===== src/rtl/data_cache.sv =====
// data_cache: direct-mapped, write-back, write-allocate data cache sitting
// between the CPU load/store path and main data memory.
//
// Ports:
//   CLK, RESET          clock, synchronous active-high reset
//   READ, WRITE         CPU load / store request (never both high)
//   ADDRESS[7:0]        CPU byte address = {tag, index, offset}
//   WRITEDATA[7:0]      store data
//   READDATA[7:0]       load data (combinational on a hit, otherwise holds)
//   BUSYWAIT            CPU stall while a miss is being serviced
//   MEM_READ/MEM_WRITE  block read / write-back request to memory
//   MEM_ADDRESS[5:0]    block address = {tag, index}
//   MEM_WRITEDATA[31:0] evicted block, byte 0 in [7:0]
//   MEM_READDATA[31:0]  fetched block, byte 0 in [7:0]
//   MEM_BUSYWAIT        memory busy; transfer done when low with request held
//
// Optional feature (macro DCACHE_STATS_EN): adds saturating 16-bit
// HIT_COUNT / MISS_COUNT outputs. With the macro undefined they are absent.
module data_cache #(
  parameter int INDEX_BITS  = 3,
  parameter int OFFSET_BITS = 2
) (
  input  logic        CLK,
  input  logic        RESET,
  input  logic        READ,
  input  logic        WRITE,
  input  logic [7:0]  ADDRESS,
  input  logic [7:0]  WRITEDATA,
  output logic [7:0]  READDATA,
  output logic        BUSYWAIT,
  output logic        MEM_READ,
  output logic        MEM_WRITE,
  output logic [5:0]  MEM_ADDRESS,
  output logic [31:0] MEM_WRITEDATA,
  input  logic [31:0] MEM_READDATA,
  input  logic        MEM_BUSYWAIT
`ifdef DCACHE_STATS_EN
  ,
  output logic [15:0] HIT_COUNT,
  output logic [15:0] MISS_COUNT
`endif
);

  localparam int TAG_BITS = 6 - INDEX_BITS;
  localparam int NBLK     = 1 << INDEX_BITS;

  typedef enum logic [1:0] {S_IDLE, S_MEM_READ, S_MEM_WRITE} state_t;

  state_t                state_q, state_d;
  logic [NBLK-1:0]       valid_q, valid_d;
  logic [NBLK-1:0]       dirty_q, dirty_d;
  logic [TAG_BITS-1:0]   tag_q  [NBLK];
  logic [TAG_BITS-1:0]   tag_d  [NBLK];
  logic [31:0]           data_q [NBLK];
  logic [31:0]           data_d [NBLK];
  logic [7:0]            readdata_q, readdata_d;

  logic [TAG_BITS-1:0]   addr_tag;
  logic [INDEX_BITS-1:0] addr_idx;
  logic [4:0]            byte_lsb;
  logic                  req;
  logic                  hit;

  assign addr_tag = ADDRESS[7 -: TAG_BITS];
  assign addr_idx = ADDRESS[OFFSET_BITS +: INDEX_BITS];
  assign byte_lsb = {ADDRESS[OFFSET_BITS-1:0], 3'b000};
  assign req      = READ | WRITE;
  assign hit      = valid_q[addr_idx] && (tag_q[addr_idx] == addr_tag);

  always_comb begin
    state_d       = state_q;
    valid_d       = valid_q;
    dirty_d       = dirty_q;
    tag_d         = tag_q;
    data_d        = data_q;
    readdata_d    = readdata_q;
    READDATA      = readdata_q;
    BUSYWAIT      = 1'b0;
    MEM_READ      = 1'b0;
    MEM_WRITE     = 1'b0;
    MEM_ADDRESS   = '0;
    MEM_WRITEDATA = '0;
    case (state_q)
      S_IDLE: begin
        if (req) begin
          if (hit) begin
            // A miss that has just been filled also completes here, as a hit.
            if (READ) begin
              READDATA   = data_q[addr_idx][byte_lsb +: 8];
              readdata_d = data_q[addr_idx][byte_lsb +: 8];
            end
            if (WRITE) begin
              data_d[addr_idx][byte_lsb +: 8] = WRITEDATA;
              dirty_d[addr_idx]               = 1'b1;
            end
          end else begin
            BUSYWAIT = 1'b1;
            state_d  = (valid_q[addr_idx] && dirty_q[addr_idx]) ? S_MEM_WRITE : S_MEM_READ;
          end
        end
      end
      S_MEM_WRITE: begin
        // Write back the resident block under its own stored tag.
        BUSYWAIT      = 1'b1;
        MEM_WRITE     = 1'b1;
        MEM_ADDRESS   = {tag_q[addr_idx], addr_idx};
        MEM_WRITEDATA = data_q[addr_idx];
        if (!MEM_BUSYWAIT) state_d = S_MEM_READ;
      end
      S_MEM_READ: begin
        BUSYWAIT    = 1'b1;
        MEM_READ    = 1'b1;
        MEM_ADDRESS = {addr_tag, addr_idx};
        if (!MEM_BUSYWAIT) begin
          data_d[addr_idx]  = MEM_READDATA;
          tag_d[addr_idx]   = addr_tag;
          valid_d[addr_idx] = 1'b1;
          dirty_d[addr_idx] = 1'b0;
          state_d           = S_IDLE;
        end
      end
      default: state_d = S_IDLE;
    endcase
  end

  always_ff @(posedge CLK) begin
    if (RESET) begin
      state_q    <= S_IDLE;
      valid_q    <= '0;
      dirty_q    <= '0;
      readdata_q <= '0;
    end else begin
      state_q    <= state_d;
      valid_q    <= valid_d;
      dirty_q    <= dirty_d;
      readdata_q <= readdata_d;
    end
  end

  // Tag and data arrays are qualified by valid, so they need no reset.
  always_ff @(posedge CLK) begin
    tag_q  <= tag_d;
    data_q <= data_d;
  end

`ifdef DCACHE_STATS_EN
  logic        retry_q, retry_d;
  logic [15:0] hit_count_q, hit_count_d;
  logic [15:0] miss_count_q, miss_count_d;

  always_comb begin
    // retry marks the IDLE cycle right after a fill, whose hit is not counted.
    retry_d      = (state_q == S_MEM_READ) && !MEM_BUSYWAIT;
    hit_count_d  = hit_count_q;
    miss_count_d = miss_count_q;
    if (state_q == S_IDLE && req) begin
      if (hit && !retry_q && hit_count_q != 16'hFFFF) hit_count_d = hit_count_q + 16'd1;
      if (!hit && miss_count_q != 16'hFFFF) miss_count_d = miss_count_q + 16'd1;
    end
  end

  always_ff @(posedge CLK) begin
    if (RESET) begin
      retry_q      <= 1'b0;
      hit_count_q  <= '0;
      miss_count_q <= '0;
    end else begin
      retry_q      <= retry_d;
      hit_count_q  <= hit_count_d;
      miss_count_q <= miss_count_d;
    end
  end

  assign HIT_COUNT  = hit_count_q;
  assign MISS_COUNT = miss_count_q;
`endif

endmodule


===== config.mk =====
export PLATFORM = sky130hd
export DESIGN_NAME = data_cache
export DESIGN_NICKNAME = d
export VERILOG_FILES = /design/src/rtl/data_cache.sv
export SDC_FILE = /design/constraint.sdc
export NUM_CORES = 1
export LEC_CHECK = 0
export CORE_ASPECT_RATIO = 0.7
export CORE_UTILIZATION = 34
export DETAILED_ROUTE_END_ITERATION = 8
export PLACE_DENSITY = 0.56
export SETUP_SLACK_MARGIN = 0.3
export SLEW_MARGIN = 30
export SYNTH_ARGS = -nofsm -noshare
export SYNTH_HDL_FRONTEND = slang
export SYNTH_SLANG_ARGS = --single-unit

===== constraint.sdc =====
create_clock -name CLK -period 3.55 [get_ports CLK]
set_input_delay 0.71 -clock CLK [delete_from_list [all_inputs] [get_ports CLK]]
set_output_delay 0.71 -clock CLK [all_outputs]
set_load 0.02 [all_outputs]

# After elaboration in Yosys (flattened, before gate mapping)
# Index checks and enable logic that the tools add are counted.
dict set report totals {
  register_bits 306
  input_bits 53
  out_inout_bits 49
  wordCells 102
}
dict set report classes {
  addsub 1
  magnitude_cmp 4
  n_eq_ne 9
  shifts 3
  mux 48
  n_bitwise 7
  n_reduce_logical 10
}
# operator n
set op_table {}
lappend op_table {{two-way mux 256 bit} 4}
lappend op_table {{bitwise mux 256 bit} 2}
lappend op_table {{one-hot mux 256 bit (2 select lines)} 1}
lappend op_table {{demux 32 bit (select 3 bit)} 2}
lappend op_table {{two-way mux 32 bit} 5}
lappend op_table {{binary-select mux 32 bit (select 3 bit)} 1}
lappend op_table {{two-way mux 8 bit} 8}
lappend op_table {{variable shift 8 x 7 -> 32 bit, first input constant} 1}
lappend op_table {{indexed part select 32 x 6 -> 8 bit} 1}
lappend op_table {{indexed part select 8 x 7 -> 32 bit} 1}
lappend op_table {{bitwise mux 24 bit} 1}
lappend op_table {{OR 8 bit} 2}
lappend op_table {{one-hot mux 8 bit (2 select lines)} 1}
lappend op_table {{!= test 2 bit, second input constant} 6}
lappend op_table {{one-hot mux 6 bit (2 select lines)} 1}
lappend op_table {{two-way mux 2 bit} 5}
lappend op_table {{binary-select mux 3 bit (select 3 bit)} 1}
lappend op_table {{demux 3 bit (select 3 bit)} 1}
lappend op_table {{two-way mux 3 bit} 3}
lappend op_table {{AND 8 bit} 1}
lappend op_table {{inverter 8 bit} 1}
lappend op_table {{two-way mux 1 bit} 7}
lappend op_table {{negation 5 -> 7 bit} 1}
lappend op_table {{binary-select mux 1 bit (select 3 bit)} 2}
lappend op_table {{other kinds (20)} 23}

# Longest topological paths before layout
dict set report depth {
  word_depth 10
  ltp_mapped 12
  mapped_depth_nobuf 7
}

# Least setup slack after synthesis
# OpenSTA, ideal clock, no wires.
dict set report synth_path {
  path_kind {input -> output}
  startpoint {input port ADDRESS[2]}
  endpoint {output port BUSYWAIT}
  arrival_ns 2.679
  t_required_ns 2.840
  path_slack_ns 0.161
  path_stages 9
  path_buffers 3
  path_cell_list {buf_6 > buf_8 > buf_12 > mux2i_1 > o22ai_1 > o21a_1 > o22a_1 > a31o_2 > o31ai_1}
}
dict set report synth_between {
  elab_chain_len 9
  word_cells_on_any_way 11
  classes_between {eq/ne: 1; mux: 8; bitwise: 1; reduce/logical: 1}
}
# element line_no
set synth_rtl {}
lappend synth_rtl {{start: declaration} 27} ;# input logic [7:0] ADDRESS,
lappend synth_rtl {{inverter 3 -> 4 bit (not written as such)} 68} ;# assign hit = valid_q[addr_idx] && (tag_q[addr_idx] == addr_tag);
lappend synth_rtl {{binary-select mux 3 bit (select 3 bit)} 68}
lappend synth_rtl {{two-way mux 3 bit (not written as such) (2 in a row)} 68}
lappend synth_rtl {{== test 3 bit} 68}
lappend synth_rtl {{logical AND 1 bit (*)} 68}
lappend synth_rtl {{two-way mux 1 bit (*)} 86} ;# if (hit) begin
lappend synth_rtl {{two-way mux 1 bit (*)} 85} ;# if (req) begin
lappend synth_rtl {{one-hot mux 1 bit (2 select lines) (*)} 83} ;# case (state_q)
lappend synth_rtl {{end: declaration} 30} ;# output logic BUSYWAIT,
# Mark *: on every way between the ends. The rest lies on a longest branch, timed or not. The select of a mux whose other input is x is not followed.

# Worst setup path in the final report
dict set report layout_path {
  startpoint {input port ADDRESS[2]}
  endpoint {output port READDATA[2]}
}
dict set report layout_between {
  elab_chain_len 9
  word_cells_on_any_way 16
  classes_between {eq/ne: 1; shift: 1; mux: 12; bitwise: 1; reduce/logical: 1}
}
# element line_no
set layout_rtl {}
lappend layout_rtl {{inverter 3 -> 4 bit (not written as such)} {68, 89}}
lappend layout_rtl {{binary-select mux 32 bit (select 3 bit) / binary-select mux 3 bit (select 3 bit) (equally long branches)} {89, 68}}
lappend layout_rtl {{two-way mux 32 bit (not written as such) / two-way mux 3 bit (equally long branches) (2 in a row)} {89, 68}}
lappend layout_rtl {{indexed part select 32 x 6 -> 8 bit / == test 3 bit (equally long branches)} {89, 68}}
lappend layout_rtl {{two-way mux 8 bit / logical AND 1 bit (equally long branches)} {88, 68}}
lappend layout_rtl {{two-way mux 8 bit (*)} 86}
lappend layout_rtl {{two-way mux 8 bit (*) (2 in a row)} -}
lappend layout_rtl {{end: declaration} 29} ;# output logic [7:0] READDATA,
# Marked as above.

==> flow_summary_export.csv <==
group,metric,value,unit
drt,first_pass_iters,5,
power_and_ir_drop,p_int,6.36,mW
clock_network,clockBufferDepth,3,
synthesis,ys.flop_type,"edfxtp_1",
finish,drive_above_1_share,0.369,
global_routing,met3_usage,0.0511,
critical_path,cp_slowest_stage_delay,0.35,ns
synthesis,yosysUniqueCellTypes,77,
power_and_ir_drop,pwr-share-comb,0.169,
global_routing,grt_pass1_wl,79700,um
global_routing,grt_pass1_vias,11800,
timing,tightestPinTransition,1.00,ns
clock_network,clkTransAtPathRegs,0.06,ns
critical_path,critical_path_buf_inv_count,4,
clock_network,cts-root-buf,"clkbuf_16",
timing,fin_setup_tns,0,ns
drt,routed_via_density,5.66,
global_routing,gr-usage-met2,0.381,
die,start_util,0.349,
timing,period_needed,3.42,ns
critical_path,path_delay_family,"compound AO/OA/AOI/OAI gates",
power_and_ir_drop,p_per_area,420,mW/mm^2
timing,slew_headroom,0.330,
critical_path,cp_max_fo,6,
die,io_pins,102,
critical_path,cp-end-kind,"primary output",
critical_path,crit_chain,"buf_16 > buf_16 > buf_6 > mux2_4 > a221o_1 > a221oi_2 > a31oi_2 > a22o_1 > o21a_1 > buf_6",
die,fp.dieArea,0.0435,mm^2
worst_hold_path,hold_class,"flip-flop to flip-flop",
synthesis,yosysSeqAreaShare,0.616,
drt,vias,12100,
power_and_ir_drop,p_sw,2.20,mW
finish,fillCellCount,3660,
synthesis,synth_edf_count,280,
synthesis,synth.avg_cell_area,12.2,um^2
synthesis,yosysWarnings,0,
timing,fin_skew,0.0145,ns
status,run_status,"finished, final reports clean",
worst_hold_path,hold_path_depth,1,
placed_design,portBuffers,101,
placed_design,dp_hpwl,38500,um
global_routing,grt_overflow_total,0,
power_and_ir_drop,peakVddDrop,0.389,mV
placed_design,placedCellCount,2027,
global_routing,antenna_found_initial,0,
clock_network,numCtsBuffers,28,
finish,nNetsFinal,1632,
drt,wl,54900,um
critical_path,crit_arrival,2.71,ns
timing,hold_viol_final,0,
finish,fin_cells,2136,
clock_network,postCtsHoldBufs,0,
synthesis,netlist_area,0.0145,mm^2
global_routing,track_usage,0.249,
clock_network,clock-sinks,306,
synthesis,synthCells,1187,
timing,final-max-slew-violation-count,0,
critical_path,path_class,"input port to primary output",
synthesis,async_flop_share,0,
global_routing,busiest_layer,"met2",
global_routing,gr-usage-met1,0.362,
worst_hold_path,hold_end,"valid_q[4]",
run,drv_cap,0,
timing,finalCritPeriodShare,0.964,
finish,fin_area,0.0204,mm^2
power_and_ir_drop,switching_share,0.257,
synthesis,ys_ff_latch,306,
synthesis,syn-num-nets,1249,
power_and_ir_drop,power.share.clock,0.372,
drt,drt_iter0_drc,1494,
die,core,0.0415,mm^2
critical_path,rrSetupSlack,0.77,ns
finish,final_util,0.491,
power_and_ir_drop,p_leak,7.14,nW
timing,setup_viol,0,
critical_path,slowest_stage,"a221o_1",
timing,rsz0062_at_grt,"yes",
worst_hold_path,hold_start,"valid_q[4]",
clock_network,clk_latency,0.58,ns
clock_network,cts_tree,"yes",
finish,most-common-layout-cells,"buf_4 (297), nor2_1 (281), edfxtp_1 (280)",
finish,layout_commonest_cell,"buf_4",
global_routing,grt_max_degree,40,
finish,num_antenna_cells,0,
die,die_h,175,um
placed_design,place.gp.congestion,0.897,
timing,fin_ws,0.129,ns
clock_network,htree_num_levels,1,
drt,final_antenna_net_count,0,
critical_path,r2r_cells,10,
drt,post-route-drc-count,0,
placed_design,placed_cell_area,0.0180,mm^2
power_and_ir_drop,power_frac_seq,0.459,
critical_path,worst_r2r_startpoint,"tag_q[4]",
critical_path,crit_required,2.84,ns
die,die_w,249,um
critical_path,reg2reg_to,"data_q[117]",
die,placementRows,62,
finish,areaGrowthSynthToFinish,40.8,%
drt,avgRoutedWirePerCell,25.7,um
critical_path,crit_path_start_kind,"input port",
placed_design,place_ws,-0.643,ns
timing,max_freq,292,MHz
worst max path at each step:
stage | startpoint | endpoint | slack (ns) | cells past startpoint
after floorplan | ADDRESS[2] | BUSYWAIT | 0.32 | 9
after global placement | ADDRESS[3] | READDATA[7] | -0.65 | 11
after detailed placement | ADDRESS[3] | READDATA[7] | -0.64 | 11
after CTS | ADDRESS[4] | READDATA[7] | 0.11 | 12
after global routing | ADDRESS[2] | READDATA[2] | 0.09 | 10
final | ADDRESS[2] | READDATA[2] | 0.13 | 10
layout make-up:
cell class	instances	area (um^2)	share of cell area
Timing Repair Buffer	447	4050	0.199
Clock buffer	41	821	0.0402
Sequential cell	306	8930	0.438
Clock inverter	11	134	0.00656
Inverter	12	45.0	0.00221
Tap cell	544	681	0.0334
Multi-Input combinational cell	775	5740	0.281
layer usage:
| metal | share of wire | wire length [um] | up-vias |
|---|---|---|---|
| met2 | 0.44 | 24200 | 699 |
| met5 | 0 | 0 | - |
| met4 | 0.024 | 1330 | 0 |
| met1 | 0.43 | 23700 | 6048 |
| li1 | - | - | 5254 |
| met3 | 0.10 | 5730 | 84 |
cell usage after synthesis (10+ instances only):
master | count | area share
o22ai_1 | 17 | 0.0073
o21ai_0 | 14 | 0.0048
nor2_1 | 283 | 0.073
mux4_2 | 11 | 0.017
buf_1 | 11 | 0.0029
mux2_2 | 33 | 0.026
and2_1 | 20 | 0.0086
o21a_1 | 21 | 0.011
nor3_1 | 39 | 0.013
buf_6 | 12 | 0.0093
nand2_1 | 30 | 0.0078
clkbuf_1 | 50 | 0.013
dfxtp_1 | 26 | 0.036
a221oi_1 | 37 | 0.022
nor2b_1 | 21 | 0.0091
edfxtp_1 | 280 | 0.58
a22oi_1 | 52 | 0.027
mux2i_1 | 43 | 0.030
inv_1 | 10 | 0.0026
a21oi_1 | 20 | 0.0069
buf_2 | 14 | 0.0048
registers in the layout (all words and copies together) (netlist names), named ones only:
| name | cells |
|---|---|
| data_q | 256 |
| readdata_q | 8 |
| state_q | 2 |
| tag_q | 24 |
| valid_q | 8 |
stage by stage:
step	hold slack [ns]	total power [mW]
floorplan	0.435	4.55
global placement	0.442	5.21
detailed placement	0.451	5.21
CTS	0.465	8.50
global route	0.471	8.79
finish	0.460	8.56
timing repair:
action / in CTS / in global routing
buffers inserted: 25 / 24
setup endpoints to repair: 44 / 34
pin swaps: 30 / 49
resized for setup: 247 / 80
cloned: 6 / 0
logic make-up after synthesis:
kind of cell / after synthesis / synth area share
multiplexers: 89 / 0.0743
buffers and inverters: 106 / 0.0379
AO/OA/AOI/OAI: 241 / 0.130
flip-flops: 306 / 0.616
AND/OR/NAND/NOR: 436 / 0.133
adder cells (fa/ha/maj): 9 / 0.00777
power by group through the flow:
stage,combinational [mW],clock [mW],sequential [mW]
2_1_floorplan,0.548,0,4.01
3_3_place_gp,1.20,0,4.01
3_5_place_dp,1.20,0,4.01
4_1_cts,1.34,3.22,3.93
5_1_grt,1.50,3.36,3.93
6_report,1.44,3.19,3.93
Note: power is estimated with default switching activity, not from simulation.
==> edit (config.mk and constraints unchanged) <==
The parameter `INDEX_BITS` goes from 3 to 4.
--- a/src/rtl/data_cache.sv
+++ b/src/rtl/data_cache.sv
@@ -18,5 +18,5 @@
 // HIT_COUNT / MISS_COUNT outputs. With the macro undefined they are absent.
 module data_cache #(
-  parameter int INDEX_BITS  = 3,
+  parameter int INDEX_BITS  = 4,
   parameter int OFFSET_BITS = 2
 ) (
Function: not settled (the Yosys comparison gave no result); the edit may change what the design does.
==> edit against the unedited design <==
The flow now finishes with violations (negative setup slack); sequential cell count rose by 280; routed wire length rose by 68%; final area rose by 75%; total power rose by 85%; area after synthesis rose by 86%; setup slack got worse by 0.28 ns; clock power rose by 90%.
==> edit: results (changes against the unedited design) <==
- DR iter-0 viols: 2249 (+51%)
- Largest net degree at the start of global routing: 33 (-18%)
- Area occupied by multi-input gates: 0.00985 mm2 (+72%)
- Failing checks: negative setup slack
- Largest registers: data_q (512), tag_q (32), valid_q (16)
- Post-synth EDFFs: 544 (+94%)
- Largest stage delay, worst path: 0.60 ns (+0.25 ns)
- Syn avg cell area: 13.1 um2 (+7.5%)
- First-pass GRT wire length: 132000 um (+65%)
- Post-cts sizing count: 359 (+45%)
- Clk cell area share: 0.0510 (+0.00420)
- Final Core Density: 0.459 (-0.0326)
- Syn_nets: 2113 (+69%)
- Non-clk buf share: 0.153 (-0.0457)
- Gp weighted congestion: 0.881 (-1.8%)
- Setup Buffers After CTS: 38 (+52%)
- Final setup viols: 85 (+85)
- Initial antenna violation count: 2 (+2)
- Share of cells above drive strength 1: 0.339 (-0.0296)
- Total Nets Final: 2480 (+52%)
- Non-clock inverter count: 6 (-6)
- CP Max Fanout: 14 (+8)
- Max VDD drop: 0.350 mV (-9.9%)
- CLK BUF: 68 (+66%)
- Global Route Usage Sum: 0.226 (-0.0232)
- Reg area: 0.0172 mm2 (+92%)
- Dpl hpwl: 62700 um (+63%)
- Routed len/inst: 26.3 um (+2.5%)
- Synth top area cells: edfxtp_1 (61%), mux4_2 (12%), nor2_1 (9.4%)
- Vias in the first global route: 19000 (+61%)
- Die X-Extent: 338 um (+36%)
- Multi-input combinational cell count: 1281 (+65%)
- P_leak: 10.9 nW (+53%)
- Cell count after placement: 3334 (+64%)
- Placed inst area: 0.0319 mm2 (+77%)
- Net Sw Frac: 0.254 (-0.00276)
- Status: finished, violations left
- Routed vias/inst: 5.50 (-2.8%)
- Worst-Margin Slew: 0.827 ns (-0.175 ns)
- Layout fillers: 6915 (+89%)
- YS warnings: 0 (unchanged)
- DP Worst Slack: -0.931 ns (-0.288 ns)
- Number of non-clock buffers in the layout: 487 (+8.9%)
- Post-synthesis sequential area ratio: 0.638 (+0.0217)
- Synth cell count leaders: nor2_1 (674), edfxtp_1 (544), clkbuf_1 (142), mux4_2 (140), nand2_1 (100)
- WP data arrival: 3.00 ns (+0.29 ns)
- #FFs+latches synth: 586 (+92%)
- Slowest CP cell: mux4_2
- Cell variety after synth: 49 (-36%)
- CTS Buf Count: 56 (+100%)
- Skew-Pair Late Insertion Delay: 0.64 ns (+0.06 ns)
- DRT Wirelength: 92400 um (+68%)
- Worst Setup Slack, final: -0.156 ns (-0.285 ns)
- Clock Skew: 0.0214 ns (+0.00686 ns)
- CTS H-Tree Depth: 2 (+1)
- Final setup TNS: -1.85 ns (-1.85 ns)
-- edit: cell count changes after synthesis, moves of 28 or more --
cell / unedited run / this run
a221oi_1: 37 / 0
a22o_1: 2 / 51
clkbuf_1: 50 / 142
edfxtp_1: 280 / 544
mux2_2: 33 / 5
mux4_2: 11 / 140
nand2_1: 30 / 100
nor2_1: 283 / 674
-- edit: critical path: cells and delay by family --
kind                   cells  cell delay [ns]
muxes                      1             0.60
buffers and inverters      6             0.88
and+or+nand+nor            3             0.35
AOI/OAI and AO/OA          2             0.41
-- edit: power groups by stage --
stage | logic, W | clock network [W] | registers (W)
after floorplan | 0.000940 | 0 | 0.00767
after global placement | 0.00181 | 0 | 0.00768
after detailed placement | 0.00183 | 0 | 0.00768
after CTS | 0.00209 | 0.00615 | 0.00753
after global routing | 0.00236 | 0.00639 | 0.00753
final | 0.00227 | 0.00606 | 0.00753
-- edit: worst paths after layout --
check,start,cells past startpoint,slack (ns),to
setup / recovery,ADDRESS[2],12,-0.16,READDATA[5]
hold / removal,valid_q[5]$_SDFFE_PP0P_,2,0.48,valid_q[5]$_SDFFE_PP0P_
setup reg to reg,tag_q[11]$_DFFE_PP_,14,0.21,data_q[106]$_DFFE_PP_
hold reg to reg,valid_q[5]$_SDFFE_PP0P_,2,0.48,valid_q[5]$_SDFFE_PP0P_
-- edit: layer usage --
metal | track usage | share of wire
met5 | 0 | 0.00025
met2 | 0.337 | 0.44
met4 | 0.0494 | 0.019
met3 | 0.0566 | 0.11
met1 | 0.331 | 0.43
-- edit: kinds of logic after synthesis --
logic type | share of synthesized area
AOI/OAI and AO/OA | 0.0576
adders and majority gates | 0.00418
buffers and inverters | 0.0319
DFF | 0.638
muxes | 0.132
and+or+nand+nor | 0.136
